### config.mk
export PLATFORM = sky130hd
export DESIGN_NAME = key_conditioner
export DESIGN_NICKNAME = d
export VERILOG_FILES = /design/src/rtl/key_conditioner.sv
export SDC_FILE = /design/constraint.sdc
export NUM_CORES = 1
export LEC_CHECK = 0
export ABC_AREA = 0
export CELL_PAD_IN_SITES_DETAIL_PLACEMENT = 1
export CELL_PAD_IN_SITES_GLOBAL_PLACEMENT = 2
export CORE_UTILIZATION = 35
export DETAILED_ROUTE_END_ITERATION = 8
export GPL_ROUTABILITY_DRIVEN = 0
export PLACE_DENSITY_LB_ADDON = 0.25
export RECOVER_POWER = 100
export SETUP_SLACK_MARGIN = 0.5
export SKIP_LAST_GASP = 1
export SYNTH_ARGS = -nofsm -noshare
export SYNTH_HDL_FRONTEND = slang
export SYNTH_SLANG_ARGS = --single-unit
### constraint.sdc
create_clock -name clk -period 1.9 [get_ports clk]
set_clock_uncertainty 0.15 [all_clocks]
set_input_delay 0.57 -clock clk [delete_from_list [all_inputs] [get_ports clk]]
set_output_delay 0.57 -clock clk [all_outputs]
set_load 0.1 [all_outputs]
### src/rtl/key_conditioner.sv
`default_nettype none
// ============================================================================
//  Module      : key_conditioner
//  Description : Pushbutton conditioner. Every key is synchronised, debounced
//                and turned into a clean level plus one-cycle press/release
//                pulses for the counter/display datapath.
//  Revision    : 1.0 - initial release
// ----------------------------------------------------------------------------
//  Ports
//    clk          in   1         system clock (50 MHz)
//    reset_n      in   1         asynchronous, active-low reset
//    key_in       in   NUM_KEYS  raw buttons, active-low, asynchronous to clk
//    key_level    out  NUM_KEYS  debounced state, 1 = pressed
//    key_press    out  NUM_KEYS  one-cycle pulse on an accepted press
//    key_release  out  NUM_KEYS  one-cycle pulse on an accepted release
//
//  Parameters
//    NUM_KEYS         number of independent keys
//    DEBOUNCE_CYCLES  consecutive disagreeing samples needed to accept a
//                     change (2 .. 2^CNT_W-1)
//    CNT_W            debounce counter width
//    REPEAT_DELAY     hold time before the first auto-repeat press pulse
//    REPEAT_PERIOD    spacing of the following auto-repeat pulses
//
//  Build option
//    KEY_REPEAT_EN    when defined, a key held in the PRESSED state emits
//                     extra key_press pulses (auto-repeat). When undefined
//                     exactly one key_press is produced per accepted press.
// ============================================================================
module key_conditioner #(
    parameter int NUM_KEYS        = 4,
    parameter int DEBOUNCE_CYCLES = 500000,
    parameter int CNT_W           = 20,
    parameter int REPEAT_DELAY    = 25000000,
    parameter int REPEAT_PERIOD   = 5000000
) (
    input  logic                clk,
    input  logic                reset_n,
    input  logic [NUM_KEYS-1:0] key_in,
    output logic [NUM_KEYS-1:0] key_level,
    output logic [NUM_KEYS-1:0] key_press,
    output logic [NUM_KEYS-1:0] key_release
);

    // ------------------------------------------------------------------------
    // Per-key debounce state
    // ------------------------------------------------------------------------
    typedef enum logic [1:0] {
        ST_RELEASED     = 2'd0,
        ST_PRESS_PEND   = 2'd1,
        ST_PRESSED      = 2'd2,
        ST_RELEASE_PEND = 2'd3
    } state_t;

    localparam logic [CNT_W-1:0] c_CNT_ONE  = CNT_W'(1);
    // The counter only ever reaches this value, so it can never wrap.
    localparam logic [CNT_W-1:0] c_CNT_LAST = CNT_W'(DEBOUNCE_CYCLES - 1);

`ifdef KEY_REPEAT_EN
    localparam int c_RPT_MAX = (REPEAT_DELAY > REPEAT_PERIOD) ? REPEAT_DELAY
                                                              : REPEAT_PERIOD;
    localparam int RPT_W     = $clog2(c_RPT_MAX + 1);

    localparam logic [RPT_W-1:0] c_RPT_ONE    = RPT_W'(1);
    localparam logic [RPT_W-1:0] c_RPT_DELAY  = RPT_W'(REPEAT_DELAY);
    localparam logic [RPT_W-1:0] c_RPT_PERIOD = RPT_W'(REPEAT_PERIOD);
`endif

    // ------------------------------------------------------------------------
    // Elaboration-time parameter sanity checks
    // ------------------------------------------------------------------------
    if ((DEBOUNCE_CYCLES < 2) ||
        (64'(DEBOUNCE_CYCLES) > ((64'd1 << CNT_W) - 64'd1))) begin : g_bad_debounce
        $error("key_conditioner: DEBOUNCE_CYCLES out of range for CNT_W");
    end

    if ((REPEAT_DELAY < 1) || (REPEAT_PERIOD < 1)) begin : g_bad_repeat
        $error("key_conditioner: REPEAT_DELAY and REPEAT_PERIOD must be >= 1");
    end

    // ------------------------------------------------------------------------
    // Two-flop synchroniser. Flops hold the raw (active-low) polarity so the
    // reset value of 1 means "released".
    // ------------------------------------------------------------------------
    logic [NUM_KEYS-1:0] sync_meta_q;
    logic [NUM_KEYS-1:0] sync_q;
    logic [NUM_KEYS-1:0] pressed_d;

    always_ff @(posedge clk or negedge reset_n) begin
        if (!reset_n) begin
            sync_meta_q <= '1;
            sync_q      <= '1;
        end else begin
            sync_meta_q <= key_in;
            sync_q      <= sync_meta_q;
        end
    end

    // Synchronised and inverted: 1 = pressed.
    assign pressed_d = ~sync_q;

    // ------------------------------------------------------------------------
    // Per-key debounce FSM with registered outputs
    // ------------------------------------------------------------------------
    for (genvar k = 0; k < NUM_KEYS; k++) begin : g_key

        state_t           state_q;
        logic [CNT_W-1:0] cnt_q;
        logic             level_q;
        logic             press_q;
        logic             release_q;
        logic             s_d;

        assign s_d = pressed_d[k];

`ifdef KEY_REPEAT_EN
        // Auto-repeat: rpt_cnt_q counts cycles spent steadily in PRESSED.
        // The first target is REPEAT_DELAY; after the first pulse
        // (rpt_armed_q set) the target becomes REPEAT_PERIOD and the count
        // restarts after every pulse.
        logic [RPT_W-1:0] rpt_cnt_q;
        logic             rpt_armed_q;
        logic [RPT_W-1:0] rpt_next_d;
        logic [RPT_W-1:0] rpt_tgt_d;
        logic             rpt_fire_d;

        assign rpt_next_d = rpt_cnt_q + c_RPT_ONE;
        assign rpt_tgt_d  = rpt_armed_q ? c_RPT_PERIOD : c_RPT_DELAY;
        assign rpt_fire_d = (rpt_next_d == rpt_tgt_d);
`endif

        always_ff @(posedge clk or negedge reset_n) begin
            if (!reset_n) begin
                state_q     <= ST_RELEASED;
                cnt_q       <= '0;
                level_q     <= 1'b0;
                press_q     <= 1'b0;
                release_q   <= 1'b0;
`ifdef KEY_REPEAT_EN
                rpt_cnt_q   <= '0;
                rpt_armed_q <= 1'b0;
`endif
            end else begin
                // Pulses last one cycle unless re-asserted below.
                press_q   <= 1'b0;
                release_q <= 1'b0;

                case (state_q)
                    ST_RELEASED: begin
                        if (s_d) begin
                            state_q <= ST_PRESS_PEND;
                            cnt_q   <= c_CNT_ONE;
                        end else begin
                            cnt_q   <= '0;
                        end
                    end

                    ST_PRESS_PEND: begin
                        if (!s_d) begin
                            // Bounce: fall back without any pulse.
                            state_q <= ST_RELEASED;
                            cnt_q   <= '0;
                        end else if (cnt_q == c_CNT_LAST) begin
                            state_q <= ST_PRESSED;
                            cnt_q   <= '0;
                            level_q <= 1'b1;
                            press_q <= 1'b1;
                        end else begin
                            cnt_q   <= cnt_q + c_CNT_ONE;
                        end
                    end

                    ST_PRESSED: begin
                        if (!s_d) begin
                            state_q <= ST_RELEASE_PEND;
                            cnt_q   <= c_CNT_ONE;
                        end
`ifdef KEY_REPEAT_EN
                        else if (rpt_fire_d) begin
                            press_q     <= 1'b1;
                            rpt_cnt_q   <= '0;
                            rpt_armed_q <= 1'b1;
                        end else begin
                            rpt_cnt_q   <= rpt_next_d;
                        end
`endif
                    end

                    ST_RELEASE_PEND: begin
                        // Repeat counter deliberately holds in this state.
                        if (s_d) begin
                            // Release glitch: back to PRESSED, no pulse.
                            state_q <= ST_PRESSED;
                            cnt_q   <= '0;
                        end else if (cnt_q == c_CNT_LAST) begin
                            state_q     <= ST_RELEASED;
                            cnt_q       <= '0;
                            level_q     <= 1'b0;
                            release_q   <= 1'b1;
`ifdef KEY_REPEAT_EN
                            rpt_cnt_q   <= '0;
                            rpt_armed_q <= 1'b0;
`endif
                        end else begin
                            cnt_q   <= cnt_q + c_CNT_ONE;
                        end
                    end

                    default: begin
                        state_q     <= ST_RELEASED;
                        cnt_q       <= '0;
                        level_q     <= 1'b0;
`ifdef KEY_REPEAT_EN
                        rpt_cnt_q   <= '0;
                        rpt_armed_q <= 1'b0;
`endif
                    end
                endcase
            end
        end

        assign key_level[k]   = level_q;
        assign key_press[k]   = press_q;
        assign key_release[k] = release_q;
    end

endmodule
`default_nettype wire

# After elaboration in Yosys (flattened, before gate mapping)
# Index checks and enable logic that the tools add are counted.
# op_classes
n_addsub,4
multipliers,0
div,0
order_cmp,0
n_eq_ne,48
n_shift,0
mux,92
bitwise_logic,1
n_reduce_logical,16
# ops
cell,count
$mux 20,16
$pmux 20 s4,4
$add 20x1->20 const B,4
$eq 20x19->1 const B,4
$mux 2,24
$ne 2x2->1 const B,24
$mux 1,40
$pmux 2 s4,4
$ne 3x3->1 const B,8
$reduce_and 5->1,4
$eq 2x2->1 const B,8
$reduce_and 4->1,4
$eq 2x1->1 const B,4
$logic_not 2->1,4
$pmux 1 s2,4
$reduce_bool 2->1,4
$not 4->4,1
# word_totals
ff_bits,108
latchBits,0
ram_bits,0
rom_bits,0
input_bits,6
output_inout_bits,12
n_memories,0

# Depth between registers and ports, before layout
# logic_depth
ltp_word,4
ltp_mapped,7
mapped_depth_nobuf,6

# Least setup slack after synthesis
# Ideal clock, no wire load.
# synth_path
kind,register to register
startpoint,register g_key[1].cnt_q[5]
endpoint,register g_key[1].cnt_q[2]
setup_time_ns,0.138
t_arrival_ns,1.792
slack_ns,-0.180
path_stages_with_launch,8
n_path_buf,2
period_less_slack_ns,2.080
path_cell_list,dfrtp_1 buf_6 or4_4 nor4_4 a21oi_2 buf_6 a21oi_1 a31oi_1
# synth_via
elab_chain_cells,4
# synth_rtl
item,line_no,rtl
from (decl),108,logic [CNT_W-1:0] cnt_q;
from (signal assigned),152,cnt_q <= c_CNT_ONE;
from (signal assigned),169,cnt_q <= cnt_q + c_CNT_ONE;
from (signal assigned),176,cnt_q <= c_CNT_ONE;
$eq 20x19->1 *,"163, 195",
$mux 20 *,"163, 195",
"$mux 20, on equally long branches","191, 159",
$pmux 20 s4 *,148,case (state_q)
# Mark *: on every way between the ends. The rest lies on a longest branch, timed or not.
# A chain may end at the register's enable or synchronous reset.

# Worst setup path after layout
# layout_path
startpoint,register g_key[0].cnt_q[19]
endpoint,register g_key[0].cnt_q[11]
# layout_via
elab_chain_cells,4
# layout_rtl
item,line_no
from (decl),108
from (signal assigned),152
from (signal assigned),169
from (signal assigned),176
$eq 20x19->1 *,"163, 195"
$mux 20 *,"163, 195"
"$mux 20, on equally long branches","191, 159"
$pmux 20 s4 *,148
# Marked as above.

==> flow_summary.ini <==
[clock_tree]
clock_tree.buffer_depth = 2
tritoncts.num_buffers = 9
clock-sinks = 108
cts_root_buffer = clkbuf_16
htreeDepth = 3
clk-insertion-delay-late_ns = 0.36
tritoncts = yes
clk_transition_reported_paths_ns = 0.08

[status]
outcome = complete, but fails checks
violations = negative setup slack

[sta]
layout_min_cycle_time_ns = 2.06
timing_max_transition_violations_final = 0
fin_hold_ws_ns = 0.210
post-route-period-util = 1.08
worst-slew-pin-transition_ns = 1.39
rsz0062_at_grt = yes
setup_slack_ns = -0.159
maxSlewHeadroom = 0.0742
fmax_mhz = 486
final_hold_viol_count = 0
setup_viol_count_final = 75

[finish]
most_common_cell_after_layout_fill_and_taps_aside = buf_4
stdcell_area_mm2 = 0.00892
area_delta_synth_final_pct = 59.5
nFillCells = 1666
antenna_cells = 0
layout.cells.most_common_list = 145 x buf_4, 98 x dfrtp_1, 59 x nand2_1
final_net_count = 824
drive_gt1_frac = 0.481

[floorplan]
design.die.area_mm2 = 0.0165
initial_utilization = 0.364
ioPinCount = 18
rows = 45
core_area_mm2 = 0.0154
chipWidth_um = 128
chipHeight_um = 128

[worst_setup_path]
cp_data_arrival_time_ns = 2.16
crit_path_start_kind = flop
crit_end_category = flop
worst-endpoint-required_ns = 2.00
crit_path_max_fanout = 5
timing_worst_setup_path_type = reg -> reg

[power_and_ir_drop]
ir_worst_vdd_uv = 474
cellLeakagePower_nw = 3.85
power.total_mw = 5.11
power_density_mw_per_mm2 = 573

[placement]
post-dp-hpwl_um = 11400
buffer_ports.inserted = 17
placed_cell_area_mm2 = 0.00729

[min_path]
worst_hold_path_type = reg -> reg

[route]
final_antenna_net_count = 0
routed_wl_um = 20600
route.vias.total = 5815
initialDrtViolationCount = 310
wl_per_cell_um = 20.0
first_pass_iters = 4
vias_per_cell = 5.65
drcViolationCount = 0

[grt]
groute.layer.met3.usage = 0.0482
grt_antenna_before_repair = 0
globalRouteMet1Util = 0.293
gr-usage-all-layers = 0.239
grt_pass1_vias = 6108
grt_util_met2 = 0.425
global_route.overflow_total = 0
grt_start_max_net_pins = 43
gr-max-usage-layer = met2
grt_first_pass_wirelength_um = 31000

[logic_synthesis]
ys_dominant_reg_cell = dfrtp_1
synth_compound_area_frac = 0.180
ys_warn_count = 0
synth_area_per_cell_um2 = 9.21
synthesis.area_mm2 = 0.00559
synthesis.instances = 607
main_combinational_cell_family_by_area_after_synthesis = simple AND/OR/NAND/NOR gates
yosys.area_share.xor_xnor = 0.0235
synth_enable_flop_cells = 0
synthesized_flop_and_latch_total = 108
synth.area.mux_share = 0.0161
yosysSeqAreaShare = 0.485
ys_async_sr_fraction = 1.00
synth_cell_types = 52
yosys.area_share.simple = 0.240
synth_adder_area_share = 0.00895
syn_nets = 617

[flow_run]
max_cap_violations = 0
[per-layer routing]
layer  share of wire  vias to the layer above
met2            0.52                      117
met3           0.035                       43
li1                -                     2669
met4           0.025                        0
met5               0                        -
met1            0.42                     2986
[cell usage after synthesis (6+ instances only)]
cell,count,area [um2]
nand3_1,45,225
buf_2,7,35.0
and2_1,10,62.6
o21ai_0,30,150
buf_4,12,90.1
nand4_1,21,131
mux2i_1,9,90.1
nand2_1,67,251
nor3_1,19,95.1
xnor2_1,11,96.3
dfrtp_1,100,2500
a31oi_1,39,244
and3_1,11,68.8
nor4_1,12,75.1
nand2b_1,8,50.1
or3_1,6,37.5
inv_1,16,60.1
clkbuf_1,10,37.5
a22o_1,11,96.3
a21oi_1,46,230
nor2_1,45,169
a41oi_1,8,70.1
dfstp_2,8,210
[sequential cells by signal, summed over array words and instances (netlist names), named ones only]
register and count:
g_key.level_q 4, g_key.state_q 4, g_key.cnt_q 80, sync_meta_q 4, g_key.release_q 4, sync_q 4, g_key.press_q 4
[critical path, stage by stage, from the launching register on]
cell     delay, ns
dfrtp_1       0.39
or4_4         0.57
nor3_4        0.22
buf_6         0.16
a21oi_4       0.10
buf_6         0.14
buf_6         0.10
nand3_2       0.04
o21ai_1       0.06
[metrics by stage]
stage | utilization | setup WS, ns | setup TNS, ns | std cells
2_1_floorplan | - | -0.0256 | -0.288 | 607
3_3_place_gp | 0.475 | -0.161 | -4.82 | 931
3_5_place_dp | 0.475 | -0.263 | -8.47 | 931
4_1_cts | 0.552 | -0.214 | -7.40 | 993
5_1_grt | 0.580 | -0.201 | -17.08 | 1030
6_report | 0.580 | -0.159 | -6.07 | 1030
[where the power goes]
part / total [mW] / internal, mW / switching [mW]
sequential: 2.41 / 2.35 / 0.0528
combinational: 0.560 / 0.250 / 0.310
clock: 2.14 / 1.20 / 0.937
total: 5.11 / 3.81 / 1.30
[timing repair]
| item | in CTS | in global routing |
|---|---|---|
| endpoints found under the setup margin | 112 | 112 |
| gates cloned | 10 | 1 |
| pin swaps | 50 | 48 |
| buffers inserted | 36 | 36 |
| endpoints found under the hold margin | 19 | 19 |
| gates resized for setup | 107 | 69 |
[worst paths after layout]
path	startpoint	to	slack [ns]	depth (start not counted)
min in group asynchronous	reset_n	g_key[0].cnt_q[15]	0.36	1
max in group asynchronous	reset_n	sync_q[1]	0.06	2
min reg2reg	sync_meta_q[3]	sync_q[3]	0.21	0
min	sync_meta_q[3]	sync_q[3]	0.21	0
max	g_key[0].cnt_q[19]	g_key[0].cnt_q[11]	-0.16	8
max reg2reg	g_key[0].cnt_q[19]	g_key[0].cnt_q[11]	-0.16	8
[cells by family (layout without fill, tap and decap cells)]
logic type / Yosys count / after routing
AOI/OAI and AO/OA: 159 / 167
buffers and inverters: 49 / 252
xor gates and xnor gates: 15 / 15
adders and majority gates: 4 / 4
DFF: 108 / 108
and+or+nand+nor: 263 / 264
muxes: 9 / 9
[area by class of cell]
class / instances / area (um2) / area share
clock inverters: 5 / 82.6 / 0.00926
flip-flops and latches: 108 / 2720 / 0.304
multi-input cells: 459 / 3640 / 0.409
repair buffers: 220 / 1910 / 0.214
clock buffers: 11 / 243 / 0.0272
well taps: 211 / 264 / 0.0296
inverters: 16 / 60.1 / 0.00673
Note: power is estimated with default switching activity, not from simulation.
